==> config.mk <==
export PLATFORM = sky130hd
export DESIGN_NAME = scr1_tcm_sp_arbiter
export DESIGN_NICKNAME = d
export VERILOG_FILES = /design/src/rtl/scr1_tcm_sp_arbiter.sv
export SDC_FILE = /design/constraint.sdc
export NUM_CORES = 1
export LEC_CHECK = 0
export ABC_AREA = 1
export CORE_AREA = 4 4 98 100
export CTS_CLUSTER_SIZE = 40
export DETAILED_ROUTE_END_ITERATION = 10
export DIE_AREA = 0 0 102 104
export GPL_TIMING_DRIVEN = 0
export PLACE_DENSITY_LB_ADDON = 0.2
export SKIP_CTS_REPAIR_TIMING = 1
export SYNTH_ARGS = -nofsm -noshare
export SYNTH_HDL_FRONTEND = slang
export SYNTH_SLANG_ARGS = --single-unit
==> constraint.sdc <==
create_clock -name clk -period 1.62 [get_ports clk]
set_input_delay 0.324 -clock clk [delete_from_list [all_inputs] [get_ports clk]]
set_output_delay 0.324 -clock clk [all_outputs]
set_load 0.005 [all_outputs]
==> src/rtl/scr1_tcm_sp_arbiter.sv <==
// scr1_tcm_sp_arbiter: arbitrates imem/dmem requests onto one single-port TCM SRAM (1-cycle read latency).
// Define SCR1_TCM_ARB_RR_EN for round-robin tie-break instead of dmem priority with an imem starvation guard.
`ifndef SCR1_IMEM_AWIDTH
`define SCR1_IMEM_AWIDTH 32
`endif
`ifndef SCR1_IMEM_DWIDTH
`define SCR1_IMEM_DWIDTH 32
`endif
`ifndef SCR1_DMEM_AWIDTH
`define SCR1_DMEM_AWIDTH 32
`endif
`ifndef SCR1_DMEM_DWIDTH
`define SCR1_DMEM_DWIDTH 32
`endif

package scr1_memif_pkg;
    typedef enum logic {
        SCR1_MEM_CMD_RD = 1'b0,
        SCR1_MEM_CMD_WR = 1'b1
    } type_scr1_mem_cmd_e;

    typedef enum logic [1:0] {
        SCR1_MEM_WIDTH_BYTE  = 2'b00,
        SCR1_MEM_WIDTH_HWORD = 2'b01,
        SCR1_MEM_WIDTH_WORD  = 2'b10,
        SCR1_MEM_WIDTH_ERROR = 2'b11
    } type_scr1_mem_width_e;

    typedef enum logic [1:0] {
        SCR1_MEM_RESP_NOTRDY = 2'b00,
        SCR1_MEM_RESP_RDY_OK = 2'b01,
        SCR1_MEM_RESP_RDY_ER = 2'b10
    } type_scr1_mem_resp_e;
endpackage

module scr1_tcm_sp_arbiter
    import scr1_memif_pkg::*;
#(
`ifndef SCR1_TCM_ARB_RR_EN
    parameter int unsigned STARVE_LIMIT = 4,
`endif
    parameter logic [`SCR1_IMEM_AWIDTH-1:0] SCR1_TCM_SIZE = `SCR1_IMEM_AWIDTH'h00010000
)(
    input  logic                                clk,
    input  logic                                rst_n,
    input  logic                                imem_req,
    input  type_scr1_mem_cmd_e                  imem_cmd,
    input  logic [`SCR1_IMEM_AWIDTH-1:0]        imem_addr,
    output logic                                imem_req_ack,
    output logic [`SCR1_IMEM_DWIDTH-1:0]        imem_rdata,
    output type_scr1_mem_resp_e                 imem_resp,
    input  logic                                dmem_req,
    input  type_scr1_mem_cmd_e                  dmem_cmd,
    input  type_scr1_mem_width_e                dmem_width,
    input  logic [`SCR1_DMEM_AWIDTH-1:0]        dmem_addr,
    input  logic [`SCR1_DMEM_DWIDTH-1:0]        dmem_wdata,
    output logic                                dmem_req_ack,
    output logic [`SCR1_DMEM_DWIDTH-1:0]        dmem_rdata,
    output type_scr1_mem_resp_e                 dmem_resp,
    output logic                                sram_rena,
    output logic                                sram_wena,
    output logic [3:0]                          sram_weba,
    output logic [$clog2(SCR1_TCM_SIZE)-3:0]    sram_addra,
    output logic [31:0]                         sram_dataa,
    input  logic [31:0]                         sram_qa
);
    localparam int unsigned TCM_AW = $clog2(SCR1_TCM_SIZE);

    typedef enum logic [1:0] {
        GNT_NONE = 2'b00,
        GNT_IMEM = 2'b01,
        GNT_DMEM = 2'b10
    } type_gnt_e;

    type_gnt_e   r_resp_sel;
    type_gnt_e   w_resp_sel_next;
    logic        w_imem_gnt;
    logic        w_dmem_gnt;
    logic        w_dmem_wr;
    logic [1:0]  r_shift;
    logic [3:0]  w_be;
    logic [31:0] w_wdata;
    logic        w_unused;

`ifdef SCR1_TCM_ARB_RR_EN
    logic        r_last_gnt_dmem;
`else
    localparam logic [3:0] LIMIT = 4'(STARVE_LIMIT);
    logic [3:0]  r_starve_cnt;
`endif

    // Grants are forced low while in reset so no SRAM access or ack escapes.
    always_comb begin
        w_imem_gnt = 1'b0;
        w_dmem_gnt = 1'b0;
        if (rst_n) begin
            if (imem_req && dmem_req) begin
`ifdef SCR1_TCM_ARB_RR_EN
                w_imem_gnt = r_last_gnt_dmem;
`else
                w_imem_gnt = (r_starve_cnt == LIMIT);
`endif
                w_dmem_gnt = ~w_imem_gnt;
            end else begin
                w_imem_gnt = imem_req;
                w_dmem_gnt = dmem_req;
            end
        end
    end

    always_comb begin
        w_resp_sel_next = GNT_NONE;
        if (w_imem_gnt) begin
            w_resp_sel_next = GNT_IMEM;
        end else if (w_dmem_gnt) begin
            w_resp_sel_next = GNT_DMEM;
        end
    end

    always_ff @(posedge clk or negedge rst_n) begin
        if (!rst_n) begin
            r_resp_sel <= GNT_NONE;
        end else begin
            r_resp_sel <= w_resp_sel_next;
        end
    end

`ifdef SCR1_TCM_ARB_RR_EN
    always_ff @(posedge clk or negedge rst_n) begin
        if (!rst_n) begin
            r_last_gnt_dmem <= 1'b0;
        end else if (w_imem_gnt) begin
            r_last_gnt_dmem <= 1'b0;
        end else if (w_dmem_gnt) begin
            r_last_gnt_dmem <= 1'b1;
        end
    end
`else
    always_ff @(posedge clk or negedge rst_n) begin
        if (!rst_n) begin
            r_starve_cnt <= '0;
        end else if (!imem_req || w_imem_gnt) begin
            r_starve_cnt <= '0;
        end else if (r_starve_cnt != 4'hF) begin
            r_starve_cnt <= r_starve_cnt + 4'd1;
        end
    end
`endif

    assign w_dmem_wr = w_dmem_gnt && (dmem_cmd == SCR1_MEM_CMD_WR);

    always_ff @(posedge clk or negedge rst_n) begin
        if (!rst_n) begin
            r_shift <= '0;
        end else if (w_dmem_gnt && !w_dmem_wr) begin
            r_shift <= dmem_addr[1:0];
        end
    end

    always_comb begin
        w_be    = '0;
        w_wdata = dmem_wdata;
        case (dmem_width)
            SCR1_MEM_WIDTH_BYTE: begin
                w_be    = 4'b0001 << dmem_addr[1:0];
                w_wdata = {4{dmem_wdata[7:0]}};
            end
            SCR1_MEM_WIDTH_HWORD: begin
                w_be    = 4'b0011 << {dmem_addr[1], 1'b0};
                w_wdata = {2{dmem_wdata[15:0]}};
            end
            SCR1_MEM_WIDTH_WORD: begin
                w_be    = 4'b1111;
                w_wdata = dmem_wdata;
            end
            default: begin
                w_be    = '0;
                w_wdata = dmem_wdata;
            end
        endcase
    end

    // High address bits beyond the TCM size are dropped, so accesses wrap.
    assign sram_addra = w_imem_gnt ? imem_addr[TCM_AW-1:2] : dmem_addr[TCM_AW-1:2];
    assign sram_rena  = w_imem_gnt || (w_dmem_gnt && !w_dmem_wr);
    assign sram_wena  = w_dmem_wr;
    assign sram_weba  = w_dmem_wr ? w_be : 4'b0000;
    assign sram_dataa = w_wdata;

    assign imem_req_ack = w_imem_gnt;
    assign dmem_req_ack = w_dmem_gnt;

    assign imem_resp  = (r_resp_sel == GNT_IMEM) ? SCR1_MEM_RESP_RDY_OK : SCR1_MEM_RESP_NOTRDY;
    assign dmem_resp  = (r_resp_sel == GNT_DMEM) ? SCR1_MEM_RESP_RDY_OK : SCR1_MEM_RESP_NOTRDY;
    assign imem_rdata = sram_qa;
    assign dmem_rdata = sram_qa >> {r_shift, 3'b000};

    assign w_unused = ^{imem_cmd, imem_addr[`SCR1_IMEM_AWIDTH-1:TCM_AW], imem_addr[1:0],
                        dmem_addr[`SCR1_DMEM_AWIDTH-1:TCM_AW]};

endmodule

==> results.cfg, run 1 <==
[global_route]
grt_pass1_wl_um = 14400
gr-max-usage-layer = met2
met1_usage_pct = 17.8
grt.met2_usage_pct = 31.9
gr-total-overflow = 0
use_met3_pct = 3.89
grt_start_max_net_pins = 11
grt_pass1_vias = 2896
antenna_found_initial = 0
grt_usage_pct = 16.4

[timing]
period_minus_slack_ns = 1.93
fin_ws_ns = -0.308
post-route-period-util_pct = 119
setup_tns_ns = -8.32
finalMaxSlewViolations = 0
max_freq_mhz = 519
rsz0062_at_grt = yes
final-setup-viol-count = 45
finClkSkew_ns = 0.000858
hold_viol = 0

[setup_path]
cp_max_fo = 6
cp_slowest_cell = dfrtp_1
crit_buf_inv = 4
crit_arrival_ns = 1.60
crit_family = buffers and inverters
required_ns = 1.30
cp-end-kind = output port
path_class = flip-flop to output port
crit_path_start = r_starve_cnt[1]
r2r-start = r_starve_cnt[1]
setup.worst_path.start_class = flip-flop
crit_path_cell_trace = inv_2 -> ha_4 -> nand3_4 -> nand2_4 -> buf_12 -> nand2_8 -> buf_8 -> nand2_2 -> nand2_1 -> buf_2
slowest_delay_ns = 0.39

[synthesis]
ys.flop_type = dfrtp_1
syn_area_um2 = 1890
synth_top_area_cell = nand2_1
yosys_warnings = 0
synth_most_common_cell = nand2_1
synth_edf_count = 0
synth_common_cells = 103 x nand2_1, 49 x buf_4, 31 x inv_1, 31 x nor2_1, 26 x o21ai_0
syn_inst = 339
syn_avg_cell_area_um2 = 5.59
ys_seq_area_share_pct = 10.6
async_flop_share_pct = 100
synthTopCellsByArea = nand2_1 20%, buf_4 19%, dfrtp_1 11%
synth_top_area_share_pct = 20.4
synth_cell_types = 26
yosys_register_bits = 8

[floorplanning]
die_x_um = 102
core.rowCount = 34
initial_core_util_pct = 21.8
die_h_um = 104
die_area_um2 = 10600
ios = 258
core_area_um2 = 8680

[job]
cap_violations = 0

[pwr]
seq_power_share_pct = 9.5
ir_drop_mv = 0.220
powerDensity_nw_per_um2 = 489
power_w = 0.00249
p_int_w = 0.00152
leakage_nw = 3.03
power.switching_w = 0.000970
p_sw_share_pct = 38.9
clkPwrFrac_pct = 9.7
p_comb_share_pct = 80.8

[place]
place_inst = 668
place.detailed.hpwl_um = 8020
gp_congestion = 0.852
portBuffers = 220

[final_layout]
n_antenna_cell = 0
layout-drive-gt1-share_pct = 37.3
syn2layout_area_growth_pct = 169
layoutNonFillerInstCount = 714
nNetsFinal = 746

[hold_path]
holdCritPathClass = input pin to flip-flop
hold_start = imem_req

[routing]
ant_nets = 0
vias = 3273
wire_per_inst_um = 15.2
route.detailed.drc = 0
wirelength_um = 10900
via_per_inst = 4.58
drt_iter0_drc = 57
first_pass_iters = 4

[clocking]
numCtsBuffers = 3
cts.htree.levels = 1
cts_buffer_depth = 2
clk_latency_ns = 0.23
root_buffer = clkbuf_8
path_clk_slew_ns = 0.04
cts_tree = done
cts_sinks = 8

[status]
violations = negative setup slack
status = finished with violations
-- layout make-up --
type                            count  area, µm²
Fill cell                         809       3590
Timing Repair Buffer              263       2620
Multi-Input combinational cell    241       1430
Buffer                             59        538
Sequential cell                     8        201
Tap cell                          108        135
Inverter                           32        133
Clock buffer                        3       41.3
-- cell usage in the layout (no fill, tap or decap), types with 8 or more instances in the layout --
cell type / n
inv_1: 23
nand2_1: 84
o21ai_0: 8
nor2_1: 27
nand3_1: 17
o211ai_1: 14
clkdlybuf4s50_1: 97
nand2_2: 14
buf_6: 27
buf_2: 22
dlymetal6s2s_1: 71
clkbuf_2: 26
o21ai_1: 11
buf_4: 64
-- path summary, 6_finish.rpt --
path,to,slack [ns],cells past startpoint
min in group asynchronous,r_starve_cnt[2],0.60,2
hold reg to reg,r_starve_cnt[3],0.55,2
hold / removal,r_starve_cnt[2],0.51,3
max in group asynchronous,r_shift[0],0.71,2
setup reg to reg,r_starve_cnt[1],0.16,9
setup / recovery,sram_addra[6],-0.31,10
-- stage by stage --
step | hold WS, ns | utilization (%) | worst slack, ns | area (µm²)
after floorplan | 0.0284 | - | 0.175 | 1900
after global placement | 0.537 | 48.8 | -0.955 | 4240
after detailed placement | 0.541 | 48.8 | -0.995 | 4240
after CTS | 0.429 | 49.3 | -1.00 | 4280
after global routing | 0.539 | 58.7 | -0.391 | 5090
final | 0.508 | 58.7 | -0.308 | 5090
-- cells by family after synthesis --
family	Yosys count	share of synthesized area, %
fa+ha+maj	2	1.32
other cells	1	0.198
simple gates	173	38.8
xor+xnor	1	0.462
compound gates	63	19.4
flops	8	10.6
buf+inv	91	29.3
-- state kept, by name, summed over array words and instances (netlist names) --
name	count
r_starve_cnt	4
r_resp_sel	2
r_shift	2
-- power groups by stage --
| stage | Sequential, W | Clock (W) | Combinational (W) |
|---|---|---|---|
| after detailed placement | 0.000237 | 0 | 0.00167 |
| after global placement | 0.000236 | 0 | 0.00166 |
| final | 0.000237 | 0.000241 | 0.00201 |
| after global routing | 0.000239 | 0.000261 | 0.00216 |
| after CTS | 0.000234 | 0.000244 | 0.00168 |
| after floorplan | 0.000230 | 0 | 0.000622 |
-- metal layers --
layer	vias up	wire length, µm
li1	1594	-
met1	1472	3870
met2	181	5770
met3	26	1000
met4	0	234
met5	-	0
-- tightest hold or removal path, cell delays in order --
cell and delay (ns):
dlymetal6s2s_1 0.15, nand2_1 0.15, nor2_1 0.06
Power figures use the tool's default switching activity.
==> run 2, diff against run 1 <==
--- a/config.mk
+++ b/config.mk
@@ -7,6 +7,7 @@
 export LEC_CHECK = 0
 export ABC_AREA = 1
 export CORE_AREA = 4 4 98 100
+export CTS_BUF_LIST = sky130_fd_sc_hd__clkbuf_8 sky130_fd_sc_hd__clkbuf_16
 export CTS_CLUSTER_SIZE = 40
 export DETAILED_ROUTE_END_ITERATION = 10
 export DIE_AREA = 0 0 102 104
==> results of run 2 <==
Final layout, timing and power as in run 1 (identical DEF).
==> run 3, diff against run 2 <==
--- a/config.mk
+++ b/config.mk
@@ -12,7 +12,8 @@
 export DETAILED_ROUTE_END_ITERATION = 10
 export DIE_AREA = 0 0 102 104
 export GPL_TIMING_DRIVEN = 0
-export PLACE_DENSITY_LB_ADDON = 0.2
+export HOLD_SLACK_MARGIN = 0.06
+export PLACE_DENSITY_LB_ADDON = 0.25
 export SKIP_CTS_REPAIR_TIMING = 1
 export SYNTH_ARGS = -nofsm -noshare
 export SYNTH_HDL_FRONTEND = slang
==> run 3 against run 2 <==
Compared with the run above: the run still ends with negative setup slack left; critical path depth did not move; non-clock buffer count shrank 6; via count is 2.0% lower; clock power is essentially flat; combinational power shrank 6%; maximum frequency down 1.5%; worst hold slack worse by 0.029 ns; global-route usage decreased by 1.0 points; utilization down 1.9 points; sequential power about the same.
==> results.cfg, run 3 (synthesized netlist as in run 1, its figures left out) <==
[setup_path]
path_class = flip-flop to output port
r2r-start = r_starve_cnt[0]
crit_family = buffers and inverters
crit_arrival_ns = 1.63
setup.worst_path.start_class = flip-flop
cp_max_fo = 5
crit_buf_inv = 4
cp_slowest_cell = dfrtp_1
worst_path_most_repeated_cell = nand2_1
cp-end-kind = output port
crit_path_start = r_starve_cnt[1]
required_ns = 1.30
slowest_delay_ns = 0.39
crit_path_cell_trace = inv_2 -> ha_4 -> nand3_4 -> nand2_4 -> buf_12 -> nand2_8 -> clkbuf_16 -> nand2_1 -> nand2_1 -> clkbuf_2

[pwr]
power.switching_w = 0.000916
p_int_w = 0.00144
p_sw_share_pct = 39.0
seq_power_share_pct = 10.0
powerDensity_nw_per_um2 = 477
ir_drop_mv = 0.251
leakage_nw = 2.93
p_comb_share_pct = 79.8
clkPwrFrac_pct = 10.1

[clocking]
cts_buffer_depth = 2
cts.htree.levels = 1
numCtsBuffers = 3
cts_tree = done
path_clk_slew_ns = 0.04
cts_sinks = 8
clk_latency_ns = 0.23
root_buffer = clkbuf_8

[floorplanning]
die_h_um = 104
core.rowCount = 34
ios = 258
die_area_um2 = 10600
core_area_um2 = 8680
die_x_um = 102
initial_core_util_pct = 21.8

[status]
status = finished with violations
violations = negative setup slack

[routing]
first_pass_iters = 4
wire_per_inst_um = 14.5
wirelength_um = 10300
drt_iter0_drc = 71
via_per_inst = 4.52
ant_nets = 0
route.detailed.drc = 0
vias = 3207

[global_route]
grt_pass1_vias = 2910
grt_usage_pct = 15.4
grt_pass1_wl_um = 13700
antenna_found_initial = 0
gr-total-overflow = 0
grt_start_max_net_pins = 11

[final_layout]
layout-drive-gt1-share_pct = 36.2
largest_reg_flops = 4
n_antenna_cell = 0
reg.largest.list = r_starve_cnt x4, r_resp_sel x2, r_shift x2
final_common_cell = clkdlybuf4s50_1
multiInputGateArea_um2 = 1390
nNetsFinal = 742
mostFrequentLayoutCells = 97 x clkdlybuf4s50_1, 90 x nand2_1, 67 x dlymetal6s2s_1, 64 x buf_4, 28 x buf_2
seq_area_um2 = 201
top_register = r_starve_cnt
syn2layout_area_growth_pct = 160
nFillCells = 809

[timing]
period_minus_slack_ns = 1.96
rsz0062_at_grt = yes
setup_tns_ns = -8.58
finClkSkew_ns = 0.00143
finalMaxSlewViolations = 0
final-setup-viol-count = 51
hold_viol = 0
post-route-period-util_pct = 121
max_freq_mhz = 511
fin_ws_ns = -0.337

[place]
pre_cts_slack_ns = -0.974
gp_congestion = 0.803
portBuffers = 220
place.detailed.hpwl_um = 7890

[hold_path]
hold_start = imem_req
holdCritPathClass = input pin to flip-flop

[job]
cap_violations = 0
run 3: cell types whose count changed in the layout (fill, tap and decap cells not counted), sizes merged:
cell / change
nand2: +1
dlymetal6s2s: -4
buf: -2
inv: +1
run 3: stage by stage:
stage               hold WS (ns)  total power, W  util (%)  std cells  cell area [µm²]
floorplan                 0.0284        0.000853         -        340             1900
global placement           0.532         0.00189      48.8        668             4240
detailed placement         0.550         0.00190      48.8        668             4240
CTS                        0.422         0.00215      49.3        671             4280
global route               0.505         0.00252      56.7        710             4920
finish                     0.480         0.00235      56.7        710             4920
run 3: layout make-up:
| cell class | instances | area share (%) |
|---|---|---|
| plain buffers | 59 | 10.3 |
| repair buffers | 257 | 50.9 |
| clock buffers | 3 | 0.838 |
| flip-flops and latches | 8 | 4.09 |
| multi-input cells | 242 | 28.2 |
| well taps | 108 | 2.74 |
| repair inverters | 1 | 0.127 |
| inverters | 32 | 2.85 |
run 3: routing by layer:
metal,global-route usage (%),routed length [µm],vias up
met2,30.5,5330,165
met3,4.02,924,26
li1,-,-,1577
met4,1.78,290,0
met1,16.2,3730,1439
met5,0,0,-
run 3: power groups by stage:
stage / clock network [W] / registers (W) / logic [W]
CTS: 0.000244 / 0.000233 / 0.00168
global route: 0.000263 / 0.000238 / 0.00202
global placement: 0 / 0.000236 / 0.00166
finish: 0.000238 / 0.000236 / 0.00188
floorplan: 0 / 0.000230 / 0.000622
detailed placement: 0 / 0.000236 / 0.00167
run 3: worst paths after layout:
kind,end,slack (ns),depth (start not counted)
max in group asynchronous,r_shift[0],0.72,2
min in group asynchronous,r_starve_cnt[2],0.60,2
min reg2reg,r_starve_cnt[3],0.55,2
max reg2reg,r_resp_sel[0],0.20,9
min,r_starve_cnt[1],0.48,3
max,sram_addra[9],-0.34,10
run 3: worst min-delay path: stages:
cell	delay (ns)
dlymetal6s2s_1	0.16
nand2_1	0.14
nor2_1	0.05
==> RTL change (settings of run 2) <==
Re-encode `type_gnt_e` (3 values) as one-hot, 3 bits wide.
--- a/src/rtl/scr1_tcm_sp_arbiter.sv
+++ b/src/rtl/scr1_tcm_sp_arbiter.sv
@@ -66,10 +66,10 @@
 );
     localparam int unsigned TCM_AW = $clog2(SCR1_TCM_SIZE);
 
-    typedef enum logic [1:0] {
-        GNT_NONE = 2'b00,
-        GNT_IMEM = 2'b01,
-        GNT_DMEM = 2'b10
+    typedef enum logic [2:0] {
+        GNT_NONE = 3'b001,
+        GNT_IMEM = 3'b010,
+        GNT_DMEM = 3'b100
     } type_gnt_e;
 
     type_gnt_e   r_resp_sel;
Check against the original RTL: same outputs for any inputs over 10 cycles, from zero or initial values and one cycle with rst_n low; not proved beyond that.
==> RTL change against run 2 <==
The flow still finishes with violations (setup timing); combinational power is 10% lower; global-route usage down 0.69 points; critical path depth stayed put; sequential cell count rose by 1; fmax down 0.48%; sequential share of layout area grew 0.65 points; wire length decreased by 5.2%; total power decreased by 5.9%; synthesized area hardly changed; design area is 3.4% lower; register-to-register slack better by 0.09 ns; highest routed layer unchanged; first-iteration DRC count up 28%; largest power group unchanged; setup slack lost 0.0092 ns.
==> RTL change: results (changes against run 2) <==
### Route
- 73 — DRT iter0 DRCs, +28%
- 4 — iteration count of the initial detailed-routing pass, unchanged
- 4.48 — via density per instance, -2.3%
- 14.6 microns — wire length per cell, -4.0%
- 3158 — Via Count, -3.5%

### STA
- 0.00966 ns — worst clock skew, +0.00880 ns
- -0.317 ns — post-route worst setup slack, -0.00924 ns
- 45 — total setup violations reported at the end of the flow, unchanged

### Place
- 669 — number of cells in the design after placement, +0.15%
- -1.09 ns — pre-CTS setup slack, -0.0952 ns
- 7840 microns — detailed placement HPWL, -2.3%

### Finish
- 0.340 — ratio of cells with drive above 1 in the final layout, -0.0329
- 830 — layout filler cell count, +2.6%
- 736 — Post-layout nets, -1.3%

### Power
- 0.00304 uW — leakage power, +0.32%
- 917 uW — switching power of the nets, -5.4%

### Synth
- 340 — post-synthesis instance total, +0.29%
- sky130_fd_sc_hd__nand2_1, sky130_fd_sc_hd__buf_4, sky130_fd_sc_hd__nor2_1 — leading cell types by count after synthesis
- 0.119 — share of synthesized area occupied by flip-flops and latches, +0.0138
- sky130_fd_sc_hd__nand2_1, sky130_fd_sc_hd__buf_4, sky130_fd_sc_hd__dfrtp_1, sky130_fd_sc_hd__o21ai_0, sky130_fd_sc_hd__nor2_1 — cells taking the most area after synthesis
- 0 — warning count from the yosys run, unchanged
- 26 — library cells used by synthesis, unchanged

### Global route
- 12 — maximum number of pins on one net before global-route repair, +1
- 2826 — number of global-route vias before repair, -2.4%
- 13800 microns — wire length of the first global-routing pass, -4.8%
- 0.158 — global router's overall resource usage, -0.00686

### Setup path
- 5 — worst-path fanout max, -1
- 8 — R2R depth, -1
- 0.25 ns — r2r setup slk, +0.09 ns

### Worst hold path
- in2async — path category of the worst min-delay check

### Run status
- setup timing — violated checks
- complete, but fails checks — status

[RTL change: kinds of logic (layout without fill, tap and decap cells)]
group	after synthesis	in the layout	share of synthesized area
xor gates and xnor gates	1	1	0.00462
other	1	2	0.00198
buffers and inverters	89	345	0.275
DFF	9	9	0.119
adders and majority gates	2	2	0.0132
AOI/OAI and AO/OA	65	65	0.197
and+or+nand+nor	173	173	0.388
[RTL change: area by class of cell]
cell class / instances / area [sq um] / area share
clock buffers: 3 / 41.3 / 0.00840
flip-flops and latches: 9 / 226 / 0.0461
multi-input cells: 243 / 1380 / 0.281
repair buffers: 252 / 2500 / 0.509
inverters: 30 / 121 / 0.0247
plain buffers: 59 / 507 / 0.103
clock inverters: 1 / 3.75 / 0.000763
well taps: 108 / 135 / 0.0275
[RTL change: power groups by stage]
stage | registers, uW | clock network [uW] | logic, uW
finish | 264 | 270 | 1810
global route | 267 | 289 | 1960
CTS | 263 | 274 | 1660
detailed placement | 266 | 0 | 1660
global placement | 265 | 0 | 1650
floorplan | 262 | 0 | 610
[RTL change: per-stage QoR]
stage / TNS, ns / power (uW) / hold WS, ns / cell area (sq um)
final: -8.08 / 2340 / 0.0677 / 4920
after global routing: -11.49 / 2510 / 0.0629 / 4920
after CTS: -62.80 / 2200 / 0.420 / 4280
after detailed placement: -59.77 / 1920 / 0.676 / 4240
after global placement: -59.00 / 1910 / 0.643 / 4240
after floorplan: 0 / 872 / 0.0284 / 1900
[RTL change: layer usage]
metal / up-vias / track usage / wire length (microns)
li1: 1570 / - / -
met1: 1412 / 0.170 / 3800
met2: 155 / 0.298 / 5350
met3: 21 / 0.0423 / 937
met4: 0 / 0.0366 / 227
met5: - / 0 / 0
